==> src/rtl/amds_uart_byte_rx.sv <==
// Single-byte UART receiver (start, 8 data LSB first, parity, stop) for one AMDS data lane.
// Armed by start_rx; reports exactly one one-cycle result: valid byte, corrupt byte or timeout.
module amds_uart_byte_rx #(
    parameter int CLKS_PER_BIT = 8,
    parameter int TIMEOUT_CLKS = 1000,
    parameter int PARITY_ODD   = 0
) (
    input  logic       clk,
    input  logic       rst_n,
    input  logic       din,
    input  logic       start_rx,
    output logic       is_byte_valid,
    output logic       is_byte_corrupt,
    output logic       is_rx_timeout,
    output logic [7:0] dout,
    output logic [2:0] state_o
);

    localparam int              CW       = $clog2(CLKS_PER_BIT);
    localparam logic [CW-1:0]   HALF     = CW'(CLKS_PER_BIT / 2);
    localparam logic [CW-1:0]   LAST     = CW'(CLKS_PER_BIT - 1);
    localparam logic [15:0]     TMO_LAST = 16'(TIMEOUT_CLKS - 1);
    localparam logic            PODD     = 1'(PARITY_ODD);

    typedef enum logic [2:0] {
        S_IDLE, S_WAIT_START, S_START, S_DATA, S_PARITY, S_STOP
    } state_t;

    state_t          state_q, state_d;
    logic            sync1_q, din_s_q;
    logic [15:0]     tmo_q, tmo_d;
    logic [CW-1:0]   cnt_q, cnt_d;
    logic [2:0]      bit_q, bit_d;
    logic [7:0]      shift_q, shift_d;
    logic            par_q, par_d;
    logic [7:0]      dout_q, dout_d;
    logic            valid_q, valid_d;
    logic            corrupt_q, corrupt_d;
    logic            tmo_pulse_q, tmo_pulse_d;

    // Both synchronizer flops reset to the idle line level so reset never looks like a start bit.
    always_ff @(posedge clk or negedge rst_n) begin
        if (!rst_n) begin
            sync1_q <= 1'b1;
            din_s_q <= 1'b1;
        end else begin
            sync1_q <= din;
            din_s_q <= sync1_q;
        end
    end

    always_ff @(posedge clk or negedge rst_n) begin
        if (!rst_n) begin
            state_q     <= S_IDLE;
            tmo_q       <= '0;
            cnt_q       <= '0;
            bit_q       <= '0;
            shift_q     <= '0;
            par_q       <= 1'b0;
            dout_q      <= '0;
            valid_q     <= 1'b0;
            corrupt_q   <= 1'b0;
            tmo_pulse_q <= 1'b0;
        end else begin
            state_q     <= state_d;
            tmo_q       <= tmo_d;
            cnt_q       <= cnt_d;
            bit_q       <= bit_d;
            shift_q     <= shift_d;
            par_q       <= par_d;
            dout_q      <= dout_d;
            valid_q     <= valid_d;
            corrupt_q   <= corrupt_d;
            tmo_pulse_q <= tmo_pulse_d;
        end
    end

    always_comb begin
        state_d     = state_q;
        tmo_d       = tmo_q;
        cnt_d       = cnt_q + 1'b1;
        bit_d       = bit_q;
        shift_d     = shift_q;
        par_d       = par_q;
        dout_d      = dout_q;
        valid_d     = 1'b0;
        corrupt_d   = 1'b0;
        tmo_pulse_d = 1'b0;
        case (state_q)
            S_IDLE: begin
                cnt_d = '0;
                if (start_rx) begin
                    state_d = S_WAIT_START;
                    tmo_d   = '0;
                end
            end
            S_WAIT_START: begin
                tmo_d = tmo_q + 16'd1;
                cnt_d = '0;
                // A start bit seen on the expiry cycle still wins over the timeout.
                if (!din_s_q) begin
                    state_d = S_START;
                    bit_d   = '0;
                end else if (tmo_q == TMO_LAST) begin
                    state_d     = S_IDLE;
                    tmo_pulse_d = 1'b1;
                end
            end
            S_START: begin
                // A high mid-bit sample is a glitch; the timeout count is kept, not restarted.
                if (cnt_q == HALF) begin
                    cnt_d   = '0;
                    state_d = din_s_q ? S_WAIT_START : S_DATA;
                end
            end
            S_DATA: begin
                if (cnt_q == LAST) begin
                    cnt_d   = '0;
                    shift_d = {din_s_q, shift_q[7:1]};
                    bit_d   = bit_q + 3'd1;
                    if (bit_q == 3'd7) state_d = S_PARITY;
                end
            end
            S_PARITY: begin
                if (cnt_q == LAST) begin
                    cnt_d   = '0;
                    par_d   = din_s_q;
                    state_d = S_STOP;
                end
            end
            S_STOP: begin
                if (cnt_q == LAST) begin
                    cnt_d   = '0;
                    state_d = S_IDLE;
                    dout_d  = shift_q;
                    if (((^shift_q) ^ par_q) == PODD && din_s_q) valid_d   = 1'b1;
                    else                                          corrupt_d = 1'b1;
                end
            end
            default: state_d = S_IDLE;
        endcase
    end

    assign is_byte_valid   = valid_q;
    assign is_byte_corrupt = corrupt_q;
    assign is_rx_timeout   = tmo_pulse_q;
    assign dout            = dout_q;
    assign state_o         = state_q;

endmodule

==> config.mk <==
export PLATFORM = sky130hd
export DESIGN_NAME = amds_uart_byte_rx
export DESIGN_NICKNAME = d
export VERILOG_FILES = /design/src/rtl/amds_uart_byte_rx.sv
export SDC_FILE = /design/constraint.sdc
export NUM_CORES = 1
export LEC_CHECK = 0
export CORE_MARGIN = 2
export CORE_UTILIZATION = 50
export DETAILED_ROUTE_END_ITERATION = 10
export PLACE_DENSITY = 0.74
export RECOVER_POWER = 25
export SLEW_MARGIN = 0
export SYNTH_ARGS = -nofsm -noshare
export SYNTH_HDL_FRONTEND = slang
export SYNTH_SLANG_ARGS = --single-unit
==> constraint.sdc <==
create_clock -name clk -period 2.1 [get_ports clk]
set_input_delay 0.21 -clock clk [delete_from_list [all_inputs] [get_ports clk]]
set_output_delay 0.21 -clock clk [all_outputs]
set_load 0.02 [all_outputs]
==> results.md, run 1 <==
* Status: finished clean
* Post-synthesis compound-gate area fraction at 0.111
* Placed cell count at 265
* Overall die area at 5120 µm²
* Number of top-level pins at 18
* Routability cong. at about 0.8
* Final max-slew violation count at 0
* Max transition margin at 0.246
* Initial antenna violation count at 0
* Die Wd at about 70 µm
* Crit path kind: reg -> reg
* Largest cells by area after synthesis: dfrtp_1 (49%), mux2_1 (6.4%), ha_1 (3.3%), o21ai_1 (3.1%), nand2_1 (2.5%)
* EDFF count, synth at 0
* Worst-margin pin slew at 1130 ps
* TritonCTS clock tree: yes
* Setup Fix Bufs, Post-CTS at 0
* Async SR Flop Fraction at 1.00
* Synth Register Bits at 47
* GRT Overall Usage at 0.179
* Final setup fails at 0
* Worst Path Max Fanout at 10
* Clk_lat worst skew at about 310 ps
* Setup TNS Final at 0 ps
* RSZ-0062 raised after global routing: false
* Post-DR wirelength/cell at between 15 and 20 µm
* Crit path launch type: flip-flop
* Adder-Cell Fraction of Synth Area at 0.0329
* Vias in the first global route at around 1400
* Mux share of post-synthesis cell area at 0.106
* Post-DRT Antenna Nets at 0
* Root Buffer Master: clkbuf_8
* FP Rows at 24
* VDD IR max at 0.000634 V
* DP Area at 2530 µm²
* Final non-filler cell total at around 270
* Ys flop type: dfrtp_1
* Reg clk slew, reported paths at 100 ps
* Syn Nets at about 210
* Clock sinks at 47
* HP Class: in -> async
* Synthesized cell area at 2280 µm²
* Cell count after synthesis at 197
* Vias per cell at 5.65
* Final Cell Area at 2660 µm²
* Post-layout minimum cycle time at around 1700 ps
* CTS Buf Count at 5
* Router iterations before antenna repair at 4
* Iter 0 DRT Violations at 140
* Total wire length at slightly above 4 mm
* Share of cells above drive strength 1 at 0.136
* # hold bufs at CTS at 0
* Total of max-cap violations at 0
* Post-cts resize count at 0
* Final hold violation count at 0
* Power per Cell Area at between 1000 and 1500 nW/µm²
* Core box area at 4380 µm²
* Largest family of logic cells by synthesized area: simple AND/OR/NAND/NOR gates
* Post-Synth XOR/XNOR Area at 0.0357
* DRC at 0
* Post-synthesis simple-gate area fraction at 0.170
* Endpoint class of the critical path: flip-flop
* Setup Skew at between 15 and 20 ps
* Area delta synth->final at 16.8%
* Largest net degree at the start of global routing at between 40 and 50
* Number of H-tree levels at 2
* PortBufs at 17
* Yosys top cell by area: dfrtp_1
* CP arrival at slightly below 2000 ps
* F_max at just under 0.6 GHz
* Top cell type's share of synthesized area at 0.494
* Detailed-route via count at 1542
* Mapped Avg Cell Area at approximately 12 µm²
* Nets at between 200 and 250
* Register area share after synthesis at 0.517
* Yosys warns at 0
* Tcrit/Tclk final at 0.825
* ANT cells at 0
* Pleak at about 1.3 nW
* Unique masters post-synth at 52
* GRT overflow at 0
* Die H at a little over 70 µm
* Dpl hpwl at around 3 mm
* CTS Buffer Depth at 2
* Worst Path Required at around 2300 ps
* First-pass GRT wire length at 7.15 mm
* Starting Density at 0.520
* Reg2Reg Depth at 6
==> cell usage in the layout (no fill, tap or decap), types with 6 or more instances in the layout <==
master           count
mux2_1              13
nand2_1             15
dfrtp_1             45
o21ai_1             14
buf_4                7
ha_1                 6
clkdlybuf4s50_1     15
nand3_1              7
a31oi_1              6
inv_1                6
==> power by group <==
group          total [mW]  switching, mW  internal, mW
Sequential           1.35          0.226          1.12
Clock               0.786          0.311         0.475
Combinational       0.838          0.387         0.451
Total                2.97          0.924          2.05
==> cell type report <==
type / instances / area [µm²]
clock buffer: 5 / 68.8
tap: 52 / 65.1
sequential: 47 / 1180
fill: 354 / 1720
clock inverter: 3 / 67.6
multi-input combinational: 135 / 1040
timing repair buffer: 25 / 223
inverter: 6 / 22.5
==> registers in the layout, summed over array words and instances, names as in the netlist <==
signal	flops
bit_q	3
cnt_q	3
din_s_q	1
dout	8
is_byte_corrupt	1
is_byte_valid	1
is_rx_timeout	1
par_q	1
shift_q	8
state_o	3
sync1_q	1
tmo_q	16
==> layer usage <==
metal  global-route usage  vias to the layer above  share of wire  routed length (µm)
li1                     -                      767              -                   -
met1                0.290                      749           0.54                2230
met2                0.236                       21           0.42                1760
met3               0.0520                        5          0.033                 138
met4               0.0419                        0         0.0072                  30
met5                    0                        -              0                   0
==> cell families after synthesis <==
group | count (synthesis)
and+or+nand+nor | 62
DFF | 47
AOI/OAI and AO/OA | 39
muxes | 22
buffers and inverters | 15
xor gates and xnor gates | 6
adders and majority gates | 6
==> cell usage after synthesis, drive strengths merged, types with 2 or more instances <==
cell type and number:
dfrtp 45, mux2 17, nand2 15, o21ai 15, nand3 8, a31oi 6, ha 6, inv 6
buf 5, mux2i 5, nand4 5, nor2 5, and3 4, and4 4, clkbuf 4, nor2b 4
nor3b 3, o31ai 3, xnor2 3, a21oi 2, dfstp 2, nand2b 2, nand3b 2, nor4 2
o22ai 2
==> critical path, stage by stage, from the launching register on <==
cell and delay [ps]:
dfrtp_1 400, ha_1 200, ha_1 240, nand3_1 390
buf_4 230, nand2_1 60, o22ai_1 120
==> final timing paths <==
path,startpoint,end,slack [ps]
max,cnt_q[0]$_DFF_PN0_,bit_q[2]$_DFFE_PN0P_,370
min,rst_n,dout[7]$_DFFE_PN0P_,190
max reg2reg,cnt_q[0]$_DFF_PN0_,bit_q[2]$_DFFE_PN0P_,370
min reg2reg,sync1_q$_DFF_PN1_,din_s_q$_DFF_PN1_,360
max in group asynchronous,rst_n,tmo_q[4]$_DFFE_PN0P_,1200
min in group clk,sync1_q$_DFF_PN1_,din_s_q$_DFF_PN1_,360
==> metrics by stage <==
step	worst slack [ps]	power, mW	util	hold WS [ps]
2_1_floorplan	327	1.96	-	-85.6
3_3_place_gp	386	2.16	0.577	336
3_5_place_dp	364	2.21	0.577	334
4_1_cts	341	3.00	0.608	2.75
5_1_grt	175	3.17	0.608	310
6_report	368	2.97	0.608	187
(Power assumes the default switching activity.)
==> inputs of run 2 (changes only) <==
--- a/config.mk
+++ b/config.mk
@@ -8,7 +8,7 @@
 export CORE_MARGIN = 2
 export CORE_UTILIZATION = 50
 export DETAILED_ROUTE_END_ITERATION = 10
-export PLACE_DENSITY = 0.74
+export PLACE_DENSITY = 0.77
 export RECOVER_POWER = 25
 export SLEW_MARGIN = 0
 export SYNTH_ARGS = -nofsm -noshare
==> constraint.sdc (replaced) <==
create_clock -name clk -period 1.5 [get_ports clk]
set_input_delay 0.15 -clock clk [delete_from_list [all_inputs] [get_ports clk]]
set_output_delay 0.15 -clock clk [all_outputs]
set_load 0.02 [all_outputs]
==> run 2 against run 1 <==
The flow now finishes with violations (negative setup slack). Clock skew is 3.6 ps lower. Register-to-register slack worse by 530 ps. Count of clock-buffer cells in the layout is 2 higher. Sequential power is 39% higher. Via count is 11% higher. Critical path depth is 1 lower.
==> results.md, run 2 (synthesized netlist as in run 1, its figures left out) <==
* Nets at between 200 and 300
* CTS Buffer Depth at 2
* R2r setup slk at -160 ps
* FP Rows at 24
* Tcrit/Tclk final at 1.11
* Setup Slack @ Placement at -155 ps
* Detailed-route via count at approximately 1700
* Endpoint class of the critical path: flip-flop
* Number of fill cells in the layout at approximately 310
* Clk_lat worst skew at 300 ps
* DRC at 0
* Vias per cell at between 5 and 6
* Most frequent cells in the layout: dfrtp_1 (41), buf_4 (29), nand2_1 (14)
* Die Wd at between 70 and 80 µm
* HP Class: reg -> reg
* R2r startpoint: state_o[2]$_DFFE_PN0P_
* Status: finished with violations
* CP arrival at between 1500 and 2000 ps
* Final WS setup at -162 ps
* Register Area at 1180 µm²
* RSZ-0062 raised after global routing: true
* Worst Path Required at about 1700 ps
* Core box area at 4380 µm²
* PortBufs at 17
* Number of H-tree levels at 2
* Number of top-level pins at 18
* Reg clk slew, reported paths at roughly 90 ps
* Power per Cell Area at roughly 1500 nW/µm²
* Post-DRT Antenna Nets at 0
* Routability cong. at 0.848
* Setup Skew at 12.1 ps
* Worst-margin pin slew at 862 ps
* F_max at about 0.6 GHz
* Largest net degree at the start of global routing at 33
* Reg2reg end: tmo_q[10]$_DFFE_PN0P_
* GRT overflow at 0
* Crit path kind: reg -> reg
* Overall die area at just over 5000 µm²
* WP buf/inv at 1
* Max FFs per register at 16
* Area of the multi-input gates at 1150 µm²
* Die H at between 70 and 80 µm
* Most common cell after layout, fill and taps aside: dfrtp_1
* Final hold violation count at 0
* TritonCTS clock tree: yes
* Hold-critical path depth at 0
* Crit path max-delay cell type: or4b_4
* Iter 0 DRT Violations at 75
* Vias in the first global route at between 1500 and 2000
* Reg2Reg Depth at 5
* Crit path largest cell delay at slightly above 500 ps
* First-pass GRT wire length at around 7.5 mm
* Crit path launch type: flip-flop
* Area delta synth->final at 29.7%
* ANT cells at 0
* Max transition margin at 0.426
* Violated checks: negative setup slack
* CTS Buf Count at 5
* Final Power at 4.33 mW
* Hold path start: sync1_q$_DFF_PN1_
* Post-layout minimum cycle time at around 1700 ps
* Cell family with most CP delay: simple AND/OR/NAND/NOR gates
* Final setup fails at 15
* CP cell instances: buf_4, or4b_4, and2_4, o21ai_1, o21ai_1
* Dpl hpwl at between 3 and 4 mm
* Initial antenna violation count at 0
* Clock sinks at 47
* Pleak at between 1 and 1.5 nW
* Root Buffer Master: clkbuf_8
* Post-DR wirelength/cell at about 15 µm
* Total wire length at roughly 4.5 mm
* Share of cells above drive strength 1 at 0.315
* Most common cell on crit path: o21ai_1
* WHS Endpoint: din_s_q$_DFF_PN1_
* Worst Path Max Fanout at 11
* VDD IR max at between 0.0009 and 0.001 V
* Most flops, register: tmo_q
* Total of max-cap violations at 0
* GRT Overall Usage at 0.190
* Router iterations before antenna repair at 5
* Final max-slew violation count at 0
* Starting Density at 0.520
-- run 2: worst max-delay path by stage --
stage / from / to / slack (ps) / cells after the start
global placement: state_o[1]$_DFFE_PN0P_ / tmo_q[11]$_DFFE_PN0P_ / -130 / 5
floorplan: state_o[2]$_DFFE_PN0P_ / tmo_q[7]$_DFFE_PN0P_ / -230 / 5
finish: state_o[2]$_DFFE_PN0P_ / tmo_q[10]$_DFFE_PN0P_ / -160 / 5
CTS: state_o[2]$_DFFE_PN0P_ / tmo_q[11]$_DFFE_PN0P_ / -120 / 5
detailed placement: state_o[2]$_DFFE_PN0P_ / tmo_q[11]$_DFFE_PN0P_ / -150 / 5
global route: state_o[2]$_DFFE_PN0P_ / tmo_q[10]$_DFFE_PN0P_ / -220 / 5
-- run 2: stage by stage --
step | hold WS (ps) | instance area [µm²] | cells | TNS (ps) | utilization
floorplan | -146 | 2320 | 197 | -1630 | -
finish | 357 | 2960 | 300 | -1030 | 0.675
global route | 367 | 2960 | 300 | -2320 | 0.675
CTS | 251 | 2920 | 300 | -799 | 0.667
global placement | 86.9 | 2720 | 285 | -1380 | 0.620
detailed placement | 91.3 | 2720 | 285 | -1620 | 0.620
-- run 2: layer usage --
metal,up-vias,track usage,routed length (µm)
met5,-,0,0
li1,821,-,-
met1,843,0.270,2170
met2,35,0.288,2090
met3,9,0.0464,162
met4,0,0.0629,100
-- run 2: power by group --
| group | internal [mW] | switching (mW) | total, mW |
|---|---|---|---|
| clock | 0.372 | 0.404 | 0.776 |
| sequential | 1.58 | 0.307 | 1.88 |
| combinational | 0.956 | 0.717 | 1.67 |
| total | 2.90 | 1.43 | 4.33 |
-- run 2: area by class of cell --
class / instances / area share
Clock buffer: 7 / 0.0292
Clock inverter: 1 / 0.00169
Inverter: 6 / 0.00761
Multi-Input combinational cell: 135 / 0.389
Sequential cell: 47 / 0.400
Tap cell: 52 / 0.0220
Timing Repair Buffer: 52 / 0.151
-- run 2: what timing repair did --
item	in CTS	in global routing
endpoints found under the hold margin	15	0
hold buffers	1	0
gates resized for setup	17	11
pin swaps	8	5
setup buffers	6	0
gates cloned	0	0
setup endpoints to repair	29	40
==> inputs of run 3 (changes only) <==
--- a/config.mk
+++ b/config.mk
@@ -6,10 +6,11 @@
 export NUM_CORES = 1
 export LEC_CHECK = 0
 export CORE_MARGIN = 2
-export CORE_UTILIZATION = 50
+export CORE_UTILIZATION = 62
 export DETAILED_ROUTE_END_ITERATION = 10
-export PLACE_DENSITY = 0.77
+export PLACE_DENSITY = 0.88
 export RECOVER_POWER = 25
+export SETUP_SLACK_MARGIN = 0.05
 export SLEW_MARGIN = 0
 export SYNTH_ARGS = -nofsm -noshare
 export SYNTH_HDL_FRONTEND = slang
==> constraint.sdc (replaced) <==
create_clock -name clk -period 2.1 [get_ports clk]
set_input_delay 0.21 -clock clk [delete_from_list [all_inputs] [get_ports clk]]
set_output_delay 0.21 -clock clk [all_outputs]
set_load 0.02 [all_outputs]
==> run 3 against run 2 <==
The run now ends clean. Global-route usage up 7.1 points. Fmax down 6.1%. Flip-flop and latch count unchanged. Worst setup slack better by 490 ps. Sequential share of layout area up 4.4 points. Register-to-register slack better by 490 ps. Critical path depth unchanged.
==> results.md, run 3 (synthesized netlist as in run 1, its figures left out) <==
* Crit path kind: reg -> reg
* Max transition margin at 0.244
* RSZ-0062 raised after global routing: false
* Root Buffer Master: clkbuf_8
* Post-cts resize count at 0
* Total of max-cap violations at 0
* First-pass GRT wire length at between 8 and 9 mm
* Endpoint class of the critical path: flip-flop
* Router iterations before antenna repair at 4
* PortBufs at 17
* Final setup fails at 0
* Final Power at about 3 mW
* Nets at 230
* GRT overflow at 0
* Status: finished clean
* Initial antenna violation count at 0
* R2r startpoint: tmo_q[0]$_DFFE_PN0P_
* VDD IR max at around 0.00077 V
* Post-DRT Antenna Nets at 0
* Iter 0 DRT Violations at around 130
* # hold bufs at CTS at 0
* Worst Path Required at around 2300 ps
* Hold Slack at 206 ps
* HP Class: in -> async
* Reg clk slew, reported paths at 80 ps
* Clock sinks at between 40 and 50
* Starting Density at 0.632
* CTS Buffer Depth at 2
* Seq pwr share at 0.452
* Most common cell after layout, fill and taps aside: dfrtp_1
* ANT cells at 0
* Crit path largest cell delay at about 410 ps
* Clk network pwr share at 0.257
* CTS Buf Count at 5
* Max FFs per register at 16
* Final hold violation count at 0
* Dpl hpwl at 3.22 mm
* R2r setup slk at 330 ps
* P_sw at roughly 960 µW
* Worst-margin pin slew at 1130 ps
* Sw Share at 0.318
* P_int at roughly 2.1 mW
* GRT Overall Usage at 0.261
* Number of H-tree levels at 2
* Gate power share at 0.291
* Clk_lat worst skew at 300 ps
* Vias per cell at 6.24
* TritonCTS clock tree: yes
* Power per Cell Area at around 1100 nW/µm²
* Tcrit/Tclk final at 0.842
* Vias in the first global route at about 1800
* Die H at 64.6 µm
* Setup Skew at approximately 6.2 ps
* Post-DR wirelength/cell at around 18 µm
* Largest net degree at the start of global routing at 48
* Area delta synth->final at 16.5%
* Overall die area at approximately 4200 µm²
* FP Rows at 22
* Crit path max-delay cell type: dfrtp_1
* Core box area at 3610 µm²
* Setup TNS Final at 0 ps
* F_max at between 0.5 and 0.6 GHz
* Detailed-route via count at 1679
* Final max-slew violation count at 0
* DRC at 0
* CP cell instances: ha_1, nor4bb_1, and4_1, o31ai_1, mux2_2
* Reg2reg end: state_o[0]$_DFFE_PN0P_
* Crit path launch type: flip-flop
* Share of cells above drive strength 1 at 0.131
* Pleak at between 1 and 1.5 nW
* Die Wd at ~65 µm
* Post-layout minimum cycle time at 1770 ps
* Routability cong. at 0.885
* Worst Path Max Fanout at 6
* CP arrival at around 2000 ps
* Reg2Reg Depth at 5
* Setup Fix Bufs, Post-CTS at 0
* Most frequent cells in the layout: dfrtp_1 (45), nand2_1 (15), clkdlybuf4s50_1 (15)
* Most flops, register: tmo_q
* Number of top-level pins at 18
* Total wire length at 4.80 mm
==> run 3: stage by stage <==
step | utilization | std cells | instance area, µm² | setup WS (ps)
3_5_place_dp | 0.700 | 261 | 2520 | 356
2_1_floorplan | - | 197 | 2280 | 327
4_1_cts | 0.737 | 269 | 2660 | 332
5_1_grt | 0.736 | 269 | 2660 | 184
3_3_place_gp | 0.700 | 261 | 2520 | 423
6_report | 0.736 | 269 | 2660 | 331
==> run 3: worst max-delay path, delay by kind of cell, from the launching register on <==
family / cells / cell delay, ps
and+or+nand+nor: 2 / 560
AOI/OAI and AO/OA: 1 / 100
DFF: 1 / 410
muxes: 1 / 280
adders and majority gates: 1 / 310
==> run 3: power groups by stage <==
stage / sequential (mW) / combinational (mW) / clock (mW)
finish: 1.36 / 0.876 / 0.772
global placement: 1.34 / 0.801 / 0
detailed placement: 1.36 / 0.877 / 0
CTS: 1.35 / 0.885 / 0.778
floorplan: 1.31 / 0.646 / 0
global route: 1.39 / 0.989 / 0.813
==> run 3: metal layers <==
| layer | share of wire | track usage | up-vias |
|---|---|---|---|
| li1 | - | - | 768 |
| met1 | 0.43 | 0.358 | 827 |
| met2 | 0.49 | 0.423 | 67 |
| met3 | 0.052 | 0.0382 | 17 |
| met4 | 0.025 | 0.104 | 0 |
| met5 | 0 | 0 | - |
==> run 3: layout make-up <==
class / instances / area (µm²)
multi-input cells: 135 / 1040
inverters: 6 / 22.5
flip-flops and latches: 47 / 1180
fillers: 242 / 951
well taps: 48 / 60.1
repair buffers: 25 / 223
clock inverters: 2 / 60.1
clock buffers: 6 / 72.6
==> run 3: worst max-delay path by stage <==
stage | cells past startpoint | from | end | slack, ps
global route | 6 | cnt_q[0]$_DFF_PN0_ | bit_q[0]$_DFFE_PN0P_ | 180
CTS | 6 | cnt_q[0]$_DFF_PN0_ | bit_q[2]$_DFFE_PN0P_ | 330
floorplan | 5 | state_o[1]$_DFFE_PN0P_ | tmo_q[7]$_DFFE_PN0P_ | 330
global placement | 5 | start_rx | tmo_q[5]$_DFFE_PN0P_ | 420
detailed placement | 4 | cnt_q[0]$_DFF_PN0_ | shift_q[3]$_DFFE_PN0P_ | 360
finish | 5 | tmo_q[0]$_DFFE_PN0P_ | state_o[0]$_DFFE_PN0P_ | 330
